## src/rtl/spike_vote_window.sv

```systemverilog
// spike_vote_window: counts one-hot winner spikes per neuron lane over a
// window of p_window input events plus a p_tail-cycle drain, then presents
// the lane with the most spikes (lowest lane on a tie) to the host.
// Optional build macro SPIKE_VOTE_TIE_EN compiles in tie detection on o_tie;
// without it o_tie is tied to 0.
// Handshake: o_valid is high for every cycle the block is in HOLD, and the
// decision outputs do not change while it is high. The decision is consumed
// on the first rising clock edge where o_valid and i_ready are both 1. The
// block then returns to IDLE and o_valid is low in the following cycle.
// o_dbg_state exposes the FSM state encoding for observation.
module spike_vote_window #(
  parameter int p_n         = 4,
  parameter int p_idx_width = 2,
  parameter int p_cnt_width = 8,
  parameter int p_window    = 16,
  parameter int p_ev_width  = 5,
  parameter int p_tail      = 4
) (
  input  logic                   i_clk,
  input  logic                   i_rst,
  input  logic                   i_start,
  input  logic                   i_event_valid,
  input  logic [p_n:1]           i_spike,
  input  logic                   i_ready,
  output logic                   o_busy,
  output logic                   o_valid,
  output logic [p_idx_width-1:0] o_class,
  output logic [p_cnt_width-1:0] o_count_max,
  output logic                   o_tie,
  output logic [2:0]             o_dbg_state
);

  typedef enum logic [2:0] {
    IDLE   = 3'd0,
    COUNT  = 3'd1,
    TAIL   = 3'd2,
    DECIDE = 3'd3,
    HOLD   = 3'd4
  } state_e;

  localparam int TW = (p_tail > 1) ? $clog2(p_tail) : 1;
  localparam logic [p_ev_width-1:0] EV_LAST   = p_ev_width'(p_window - 1);
  localparam logic [TW-1:0]         TAIL_LAST = TW'((p_tail > 0) ? p_tail - 1 : 0);

  state_e                   state_q, state_d;
  logic [p_ev_width-1:0]    ev_q, ev_d;
  logic [TW-1:0]            tail_q, tail_d;
  logic [p_cnt_width-1:0]   cnt_q [p_n:1];
  logic [p_cnt_width-1:0]   cnt_d [p_n:1];
  logic [p_idx_width-1:0]   class_q, class_d;
  logic [p_cnt_width-1:0]   max_q, max_d;
  logic                     busy_q, busy_d;
  logic                     valid_q, valid_d;
  logic [p_idx_width-1:0]   best_idx;
  logic [p_cnt_width-1:0]   best_cnt;

  // Argmax over the lane counters; strict '>' keeps the lowest lane on a tie
  always_comb begin
    best_idx = '0;
    best_cnt = '0;
    for (int k = 1; k <= p_n; k++) begin
      if (cnt_q[k] > best_cnt) begin
        best_cnt = cnt_q[k];
        best_idx = p_idx_width'(k - 1);
      end
    end
  end

`ifdef SPIKE_VOTE_TIE_EN
  logic tie_q, tie_d;
  logic best_tie;
  logic seen_max;

  // Tie when a second lane matches the max (all-zero counts as a tie)
  always_comb begin
    best_tie = 1'b0;
    seen_max = 1'b0;
    for (int k = 1; k <= p_n; k++) begin
      if (cnt_q[k] == best_cnt) begin
        if (seen_max) best_tie = 1'b1;
        seen_max = 1'b1;
      end
    end
  end

  // Tie flag register, loaded in DECIDE
  always_ff @(posedge i_clk) begin
    if (i_rst) tie_q <= 1'b0;
    else       tie_q <= tie_d;
  end

  // Tie next-value select
  always_comb begin
    tie_d = tie_q;
    if (state_q == DECIDE) tie_d = best_tie;
  end

  assign o_tie = tie_q;
`else
  assign o_tie = 1'b0;
`endif

  // Next-state, counters and decision capture
  always_comb begin
    state_d = state_q;
    ev_d    = ev_q;
    tail_d  = tail_q;
    cnt_d   = cnt_q;
    class_d = class_q;
    max_d   = max_q;
    unique case (state_q)
      IDLE: begin
        ev_d   = '0;
        tail_d = '0;
        for (int k = 1; k <= p_n; k++) cnt_d[k] = '0;
        if (i_start) state_d = COUNT;
      end
      COUNT: begin
        for (int k = 1; k <= p_n; k++) begin
          if (i_spike[k] && (cnt_q[k] != '1)) cnt_d[k] = cnt_q[k] + 1'b1;
        end
        if (i_event_valid) begin
          ev_d = ev_q + 1'b1;
          if (ev_q == EV_LAST) begin
            tail_d  = '0;
            state_d = (p_tail == 0) ? DECIDE : TAIL;
          end
        end
      end
      TAIL: begin
        for (int k = 1; k <= p_n; k++) begin
          if (i_spike[k] && (cnt_q[k] != '1)) cnt_d[k] = cnt_q[k] + 1'b1;
        end
        tail_d = tail_q + 1'b1;
        if (tail_q == TAIL_LAST) state_d = DECIDE;
      end
      DECIDE: begin
        class_d = best_idx;
        max_d   = best_cnt;
        state_d = HOLD;
      end
      HOLD: begin
        if (i_ready) state_d = IDLE;
      end
      default: state_d = IDLE;
    endcase
    busy_d  = (state_d == COUNT) || (state_d == TAIL) || (state_d == DECIDE);
    valid_d = (state_d == HOLD);
  end

  // State, counter and output registers with synchronous reset
  always_ff @(posedge i_clk) begin
    if (i_rst) begin
      state_q <= IDLE;
      ev_q    <= '0;
      tail_q  <= '0;
      for (int k = 1; k <= p_n; k++) cnt_q[k] <= '0;
      class_q <= '0;
      max_q   <= '0;
      busy_q  <= 1'b0;
      valid_q <= 1'b0;
    end else begin
      state_q <= state_d;
      ev_q    <= ev_d;
      tail_q  <= tail_d;
      cnt_q   <= cnt_d;
      class_q <= class_d;
      max_q   <= max_d;
      busy_q  <= busy_d;
      valid_q <= valid_d;
    end
  end

  assign o_busy      = busy_q;
  assign o_valid     = valid_q;
  assign o_class     = class_q;
  assign o_count_max = max_q;
  assign o_dbg_state = state_q;

endmodule

```

## config.mk

```make
export PLATFORM = sky130hd
export DESIGN_NAME = spike_vote_window
export DESIGN_NICKNAME = d
export VERILOG_FILES = /design/src/rtl/spike_vote_window.sv
export SDC_FILE = /design/constraint.sdc
export NUM_CORES = 1
export LEC_CHECK = 0
export BUFFER_PORTS_ARGS = -buffer_cell sky130_fd_sc_hd__buf_4
export CORE_MARGIN = 2
export CORE_UTILIZATION = 55
export CTS_CLUSTER_DIAMETER = 120
export DETAILED_ROUTE_END_ITERATION = 16
export PLACE_DENSITY = 0.74
export RECOVER_POWER = 50
export SYNTH_ARGS = -nofsm -noshare
export SYNTH_HDL_FRONTEND = slang
export SYNTH_SLANG_ARGS = --single-unit
```

## constraint.sdc

```tcl
create_clock -name i_clk -period 6.8 [get_ports i_clk]
set_input_delay 1.36 -clock i_clk [delete_from_list [all_inputs] [get_ports i_clk]]
set_output_delay 1.36 -clock i_clk [all_outputs]
set_load 0.05 [all_outputs]
```

==> results of run 1 <==
## cells in the mapped netlist, drive strengths merged (3+ instances only)
library cell,n
a21oi,21
a311oi,9
and2,7
and3,9
and4,6
buf,9
clkbuf,14
dfxtp,54
ha,32
inv,13
nand2,31
nand3,12
nand3b,7
nand4,15
nor2,63
nor2b,6
nor3,18
o2111ai,3
o21a,9
o21ai,4
o311ai,8
o31ai,7
or2,3
xnor2,16
xor2,12
## tightest hold or removal path: stages, from the launching register on
cell and delay (ns):
dfxtp_1 0.32, nor2_1 0.09, a211oi_1 0.05
## how the worst min path moves through the flow
stage	slack [ns]	from	endpoint
final	0.50	o_class[0]	o_class[0]
after global routing	0.53	ev_q[4]	ev_q[4]
after CTS	0.51	o_class[0]	o_class[0]
after detailed placement	0.49	ev_q[4]	ev_q[4]
after global placement	0.47	ev_q[4]	ev_q[4]
after floorplan	0.45	ev_q[4]	ev_q[4]
## metrics by stage
stage / cells / setup WS (ns) / hold slack (ns) / utilization
floorplan: 411 / 1.55 / 0.455 / -
global placement: 486 / 1.17 / 0.470 / 0.596
detailed placement: 486 / 0.886 / 0.491 / 0.596
CTS: 494 / 0.811 / 0.507 / 0.619
global route: 494 / 0.171 / 0.532 / 0.609
finish: 494 / 0.754 / 0.499 / 0.609
## cells by family (layout without fill, tap and decap cells)
kind of cell    Yosys count  count (layout)  synth area share
compound gates           76              76             0.170
xor+xnor                 28              28            0.0714
fa+ha+maj                32              32             0.117
buf+inv                  36              44            0.0525
flops                    54              54             0.315
mux                       1               1           0.00291
other cells               1               1           0.00109
simple gates            183             183             0.271
## cells in the final DEF, fill, tap and decap left out, types with 3 or more instances in the layout
master      n
and2_1      6
clkbuf_1   16
nand4_1    15
o311ai_1    7
and3_1      9
nand3b_1    7
a21oi_1    21
dfxtp_1    54
xnor2_1    16
buf_4       7
nor3_1     16
a311oi_1    8
o21a_1      9
and4_1      6
clkbuf_8    5
o21ai_0     4
o2111ai_1   3
inv_1      13
xor2_1     12
nor2b_1     6
nand3_1    12
o31ai_1     7
nand2_1    31
nor2_1     63
ha_1       32
## cell type report
class                   instances  area [µm²]
clock buffers                   5        68.8
flip-flops and latches         54        1080
multi-input cells             321        2170
well taps                      75        93.8
repair buffers                 23         113
fillers                       538        2340
clock inverters                 3        68.8
inverters                      13        48.8
## routing by layer
layer  part of all wire  vias to the layer above  routed length [µm]
li1                   -                     1499                   -
met1               0.48                     1365                3660
met2               0.47                       52                3620
met3              0.035                       11                 270
met4              0.019                        0                 143
met5                  0                        -                   0
## sequential cells by signal, indices dropped and copies added (netlist names)
register / count
cnt_q: 32
ev_q: 5
o_busy: 1
o_class: 2
o_count_max: 8
o_dbg_state: 3
o_valid: 1
tail_q: 2
## where the power goes
group | switching [mW] | internal [mW]
combinational | 0.0573 | 0.0291
clock | 0.109 | 0.148
sequential | 0.00356 | 0.318
total | 0.170 | 0.495
==> impl_metrics.py, run 1 <==
metrics = {
    "status": {
        "status": "finished clean",
    },
    "worst_setup_path": {
        "max_stage_delay_ns": 0.59,
        "critPathMaxFanout": 17,
        "worst_path_max_delay_cell": "o311a_1",
        "endpoint": "o_count_max[6]",
        "path_buf_inv": 1,
        "reg2reg_to": "o_count_max[6]",
        "worstSetupStartpointType": "register",
        "setup.worst_path.start": "cnt_q[0]",
        "crit_path_frequent_cell": "ha_1",
        "crit_chain": "inv_1, ha_1, nor4b_1, a21oi_1, ha_1, and4_1, nand2_1, o311a_1, o21a_1, nor2_1, ha_1, a211oi_2, nor2_1, nand4bb_1, and2_4, o31ai_1, ha_1, nor2b_1, o211ai_1, a21oi_1, o32ai_4, o311ai_1, a311oi_1",
        "regToRegSetupSlack_ns": 0.75,
        "endpoint_kind": "register",
        "cp_num_cells": 23,
        "path_delay_family": "compound AO/OA/AOI/OAI gates",
        "r2r-start": "cnt_q[0]",
        "cp.arrival_ns": 6.25,
        "rr_worst_depth": 23,
        "cp_data_required_time_ns": 7.00,
        "crit_type": "register to register",
    },
    "floorplan": {
        "start_util": 0.573,
        "die_w_um": 83.0,
        "ioPinCount": 25,
        "placementRows": 28,
        "dieArea_um2": 6890,
        "fp.dieH_um": 83.0,
        "core_um2": 5990,
    },
    "synth": {
        "syn_avg_cell_area_um2": 8.36,
        "synth-edff-count": 0,
        "syn_area_um2": 3430,
        "yosysWarnings": 0,
        "synthTopCellsByArea": "dfxtp_1, ha_1, nor2_1",
        "synth_cells": 411,
        "synth.top_cell.area_share": 0.315,
        "synth_fp_nets": 452,
        "async_flop_share": 0,
        "synth_ff_type": "dfxtp_1",
        "ys_ff_latch": 54,
        "synth_largest_area_cell": "dfxtp_1",
        "ys_types": 53,
        "ys_seq_area_frac": 0.315,
    },
    "global_routing": {
        "use_met1": 0.306,
        "grt_pass1_vias": 2740,
        "grt_max_degree": 29,
        "met2_usage": 0.375,
        "use_met3": 0.0328,
        "antenna_found_initial": 0,
        "gr-total-overflow": 0,
        "grt_pass1_wl_mm": 13.1,
        "grt_busiest_layer": "met2",
        "track_usage": 0.227,
    },
    "cts": {
        "cts_tree": "built",
        "clock_sinks": 54,
        "clk_latency_ns": 0.31,
        "clockBufferDepth": 2,
        "clkTransAtPathRegs_ns": 0.10,
        "cts_setup_buffers": 0,
        "htreeDepth": 2,
        "numCtsBuffers": 5,
        "cts_resized": 0,
        "cts_hold_buf": 0,
        "cts-root-buf": "clkbuf_8",
    },
    "power": {
        "power_leakage_nw": 1.29,
        "peakVddDrop_v": 0.0000959,
        "power-per-cell-area_nw_per_um2": 182,
        "power.total_uw": 665,
    },
    "sta": {
        "clock_skew_ns": 0.00814,
        "drv_slew": 0,
        "tightestPinTransition_ns": 1.36,
        "fmax_ghz": 0.165,
        "setup_viol": 0,
        "setup_tns_ns": 0,
        "rsz0062_at_grt": "false",
        "finalHoldViolCount": 0,
        "finalCritPeriodShare": 0.889,
        "post-route-min-period_ns": 6.05,
        "slew_headroom": 0.0931,
    },
    "placement": {
        "placed_area_um2": 3570,
        "dpl.hpwl_mm": 5.71,
        "gp_congestion": 0.910,
        "port_buffers": 23,
    },
    "layout": {
        "final_area_um2": 3650,
        "num_antenna_cells": 0,
        "drive_gt1_frac": 0.0644,
        "area_growth_pct": 6.19,
        "layout.nets": 459,
    },
    "route": {
        "avgViaCountPerCell": 5.93,
        "drtPass1Iterations": 4,
        "first_iter_violations": 191,
        "drc": 0,
        "wl_mm": 7.70,
        "ant_nets": 0,
        "num_vias": 2927,
        "wl_per_cell_um": 15.6,
    },
    "hold_path": {
        "hold_path.class": "register to register",
        "holdPathStages": 2,
    },
    "run": {
        "maxCapViolCount": 0,
    },
}
(Power assumes the default switching activity.)
==> inputs of run 2 (changes only) <==
- clock period: 6.8 -> 7.6 ns (I/O delays scaled with it)
==> impl_metrics.py, run 2 (synthesis gave the netlist of run 1 again) <==
metrics = {
    "status": {
        "status": "finished clean",
    },
    "cts": {
        "clockBufferDepth": 2,
        "clock_sinks": 54,
        "cts_tree": "built",
        "numCtsBuffers": 5,
        "cts_resized": 0,
        "htreeDepth": 2,
        "cts_setup_buffers": 0,
        "cts-root-buf": "clkbuf_8",
        "clkTransAtPathRegs_ns": 0.10,
        "cts_hold_buf": 0,
        "clk_latency_ns": 0.32,
    },
    "worst_setup_path": {
        "max_stage_delay_ns": 0.58,
        "crit_path_frequent_cell": "ha_1",
        "worst_path_max_delay_cell": "o311a_1",
        "cp_data_required_time_ns": 7.81,
        "regToRegSetupSlack_ns": 1.53,
        "endpoint_kind": "register",
        "cp.arrival_ns": 6.28,
        "worstSetupStartpointType": "register",
        "crit_chain": "inv_1, ha_1, nor4b_1, a21oi_1, ha_1, and4_1, nand2_1, o311a_1, o21a_1, nor2_1, ha_1, a211oi_2, nor2_1, nand4bb_1, and2_4, o31ai_1, ha_1, nor2b_1, o211ai_1, a21oi_1, o32ai_4, o311ai_1, a311oi_1",
        "crit_type": "register to register",
        "critPathMaxFanout": 17,
    },
    "floorplan": {
        "ioPinCount": 25,
        "dieArea_um2": 6890,
        "die_w_um": 83.0,
        "fp.dieH_um": 83.0,
        "start_util": 0.573,
        "core_um2": 5990,
        "placementRows": 28,
    },
    "sta": {
        "slew_headroom": 0.0852,
        "post-route-min-period_ns": 6.07,
        "clock_skew_ns": 0.0122,
        "setup_tns_ns": 0,
        "fin_hold_ws_ns": 0.498,
        "drv_slew": 0,
        "fmax_ghz": 0.165,
        "finalCritPeriodShare": 0.799,
        "setup_viol": 0,
        "rsz0062_at_grt": "false",
        "finalHoldViolCount": 0,
        "tightestPinTransition_ns": 1.37,
    },
    "layout": {
        "area_growth_pct": 4.85,
        "layout.nets": 459,
        "layout_commonest_cell": "nor2_1",
        "finalNonFillerCells": 494,
        "num_antenna_cells": 0,
        "regMostFlops": "cnt_q",
        "layout_common_cells": "nor2_1, dfxtp_1, ha_1",
        "largest_register_ffs": 32,
        "drive_gt1_frac": 0.0621,
        "fin_util": 0.601,
    },
    "route": {
        "drc": 0,
        "avgViaCountPerCell": 5.98,
        "wl_per_cell_um": 15.6,
        "num_vias": 2953,
        "ant_nets": 0,
        "drtPass1Iterations": 4,
        "wl_mm": 7.70,
        "first_iter_violations": 205,
    },
    "global_routing": {
        "grt_max_degree": 29,
        "grt_pass1_wl_mm": 13.0,
        "grt_pass1_vias": 2735,
        "gr-total-overflow": 0,
        "track_usage": 0.228,
        "antenna_found_initial": 0,
    },
    "placement": {
        "place_inst": 486,
        "dpl.hpwl_mm": 5.67,
        "gp_congestion": 0.910,
        "port_buffers": 23,
    },
    "hold_path": {
        "hold_path.class": "register to register",
    },
    "power": {
        "power.total_uw": 536,
        "power_leakage_nw": 1.27,
        "peakVddDrop_v": 0.000102,
        "power-per-cell-area_nw_per_um2": 149,
    },
    "run": {
        "maxCapViolCount": 0,
    },
}
[run 2: path summary, 6_finish.rpt]
path / start / to / cells after the start
setup reg to reg: cnt_q[0] / o_count_max[6] / 23
setup / recovery: cnt_q[0] / o_count_max[6] / 23
hold / removal: o_class[0] / o_class[0] / 2
hold reg to reg: o_class[0] / o_class[0] / 2
[run 2: final cells by class]
| class | count | area (µm²) |
|---|---|---|
| Multi-Input combinational cell | 321 | 2170 |
| Tap cell | 75 | 93.8 |
| Inverter | 13 | 48.8 |
| Clock buffer | 7 | 86.3 |
| Fill cell | 539 | 2390 |
| Timing Repair Buffer | 23 | 113 |
| Sequential cell | 54 | 1080 |
| Clock inverter | 1 | 5.00 |
[run 2: per-stage QoR]
| step | area, µm² | setup WS (ns) |
|---|---|---|
| floorplan | 3430 | 2.35 |
| global placement | 3570 | 1.97 |
| detailed placement | 3570 | 1.65 |
| CTS | 3660 | 1.61 |
| global route | 3600 | 0.975 |
| finish | 3600 | 1.53 |
[run 2: metal layers]
| layer | vias up | global-route usage | part of all wire |
|---|---|---|---|
| met2 | 66 | 0.378 | 0.47 |
| li1 | 1491 | - | - |
| met5 | - | 0 | 0 |
| met3 | 8 | 0.0378 | 0.057 |
| met4 | 0 | 0.0671 | 0.014 |
| met1 | 1388 | 0.306 | 0.46 |
[run 2: power breakdown]
group          total, mW  switching (mW)  internal [mW]
logic             0.0773          0.0513         0.0261
registers          0.288         0.00320          0.285
clock network      0.171          0.0968         0.0738
[run 2: worst max-delay path: cells and delay by family, from the launching register on]
family          cells  cell delay, ns
flops               1            0.33
simple gates        8            1.65
compound gates     10            2.76
buf+inv             1            0.14
fa+ha+maj           4            1.08
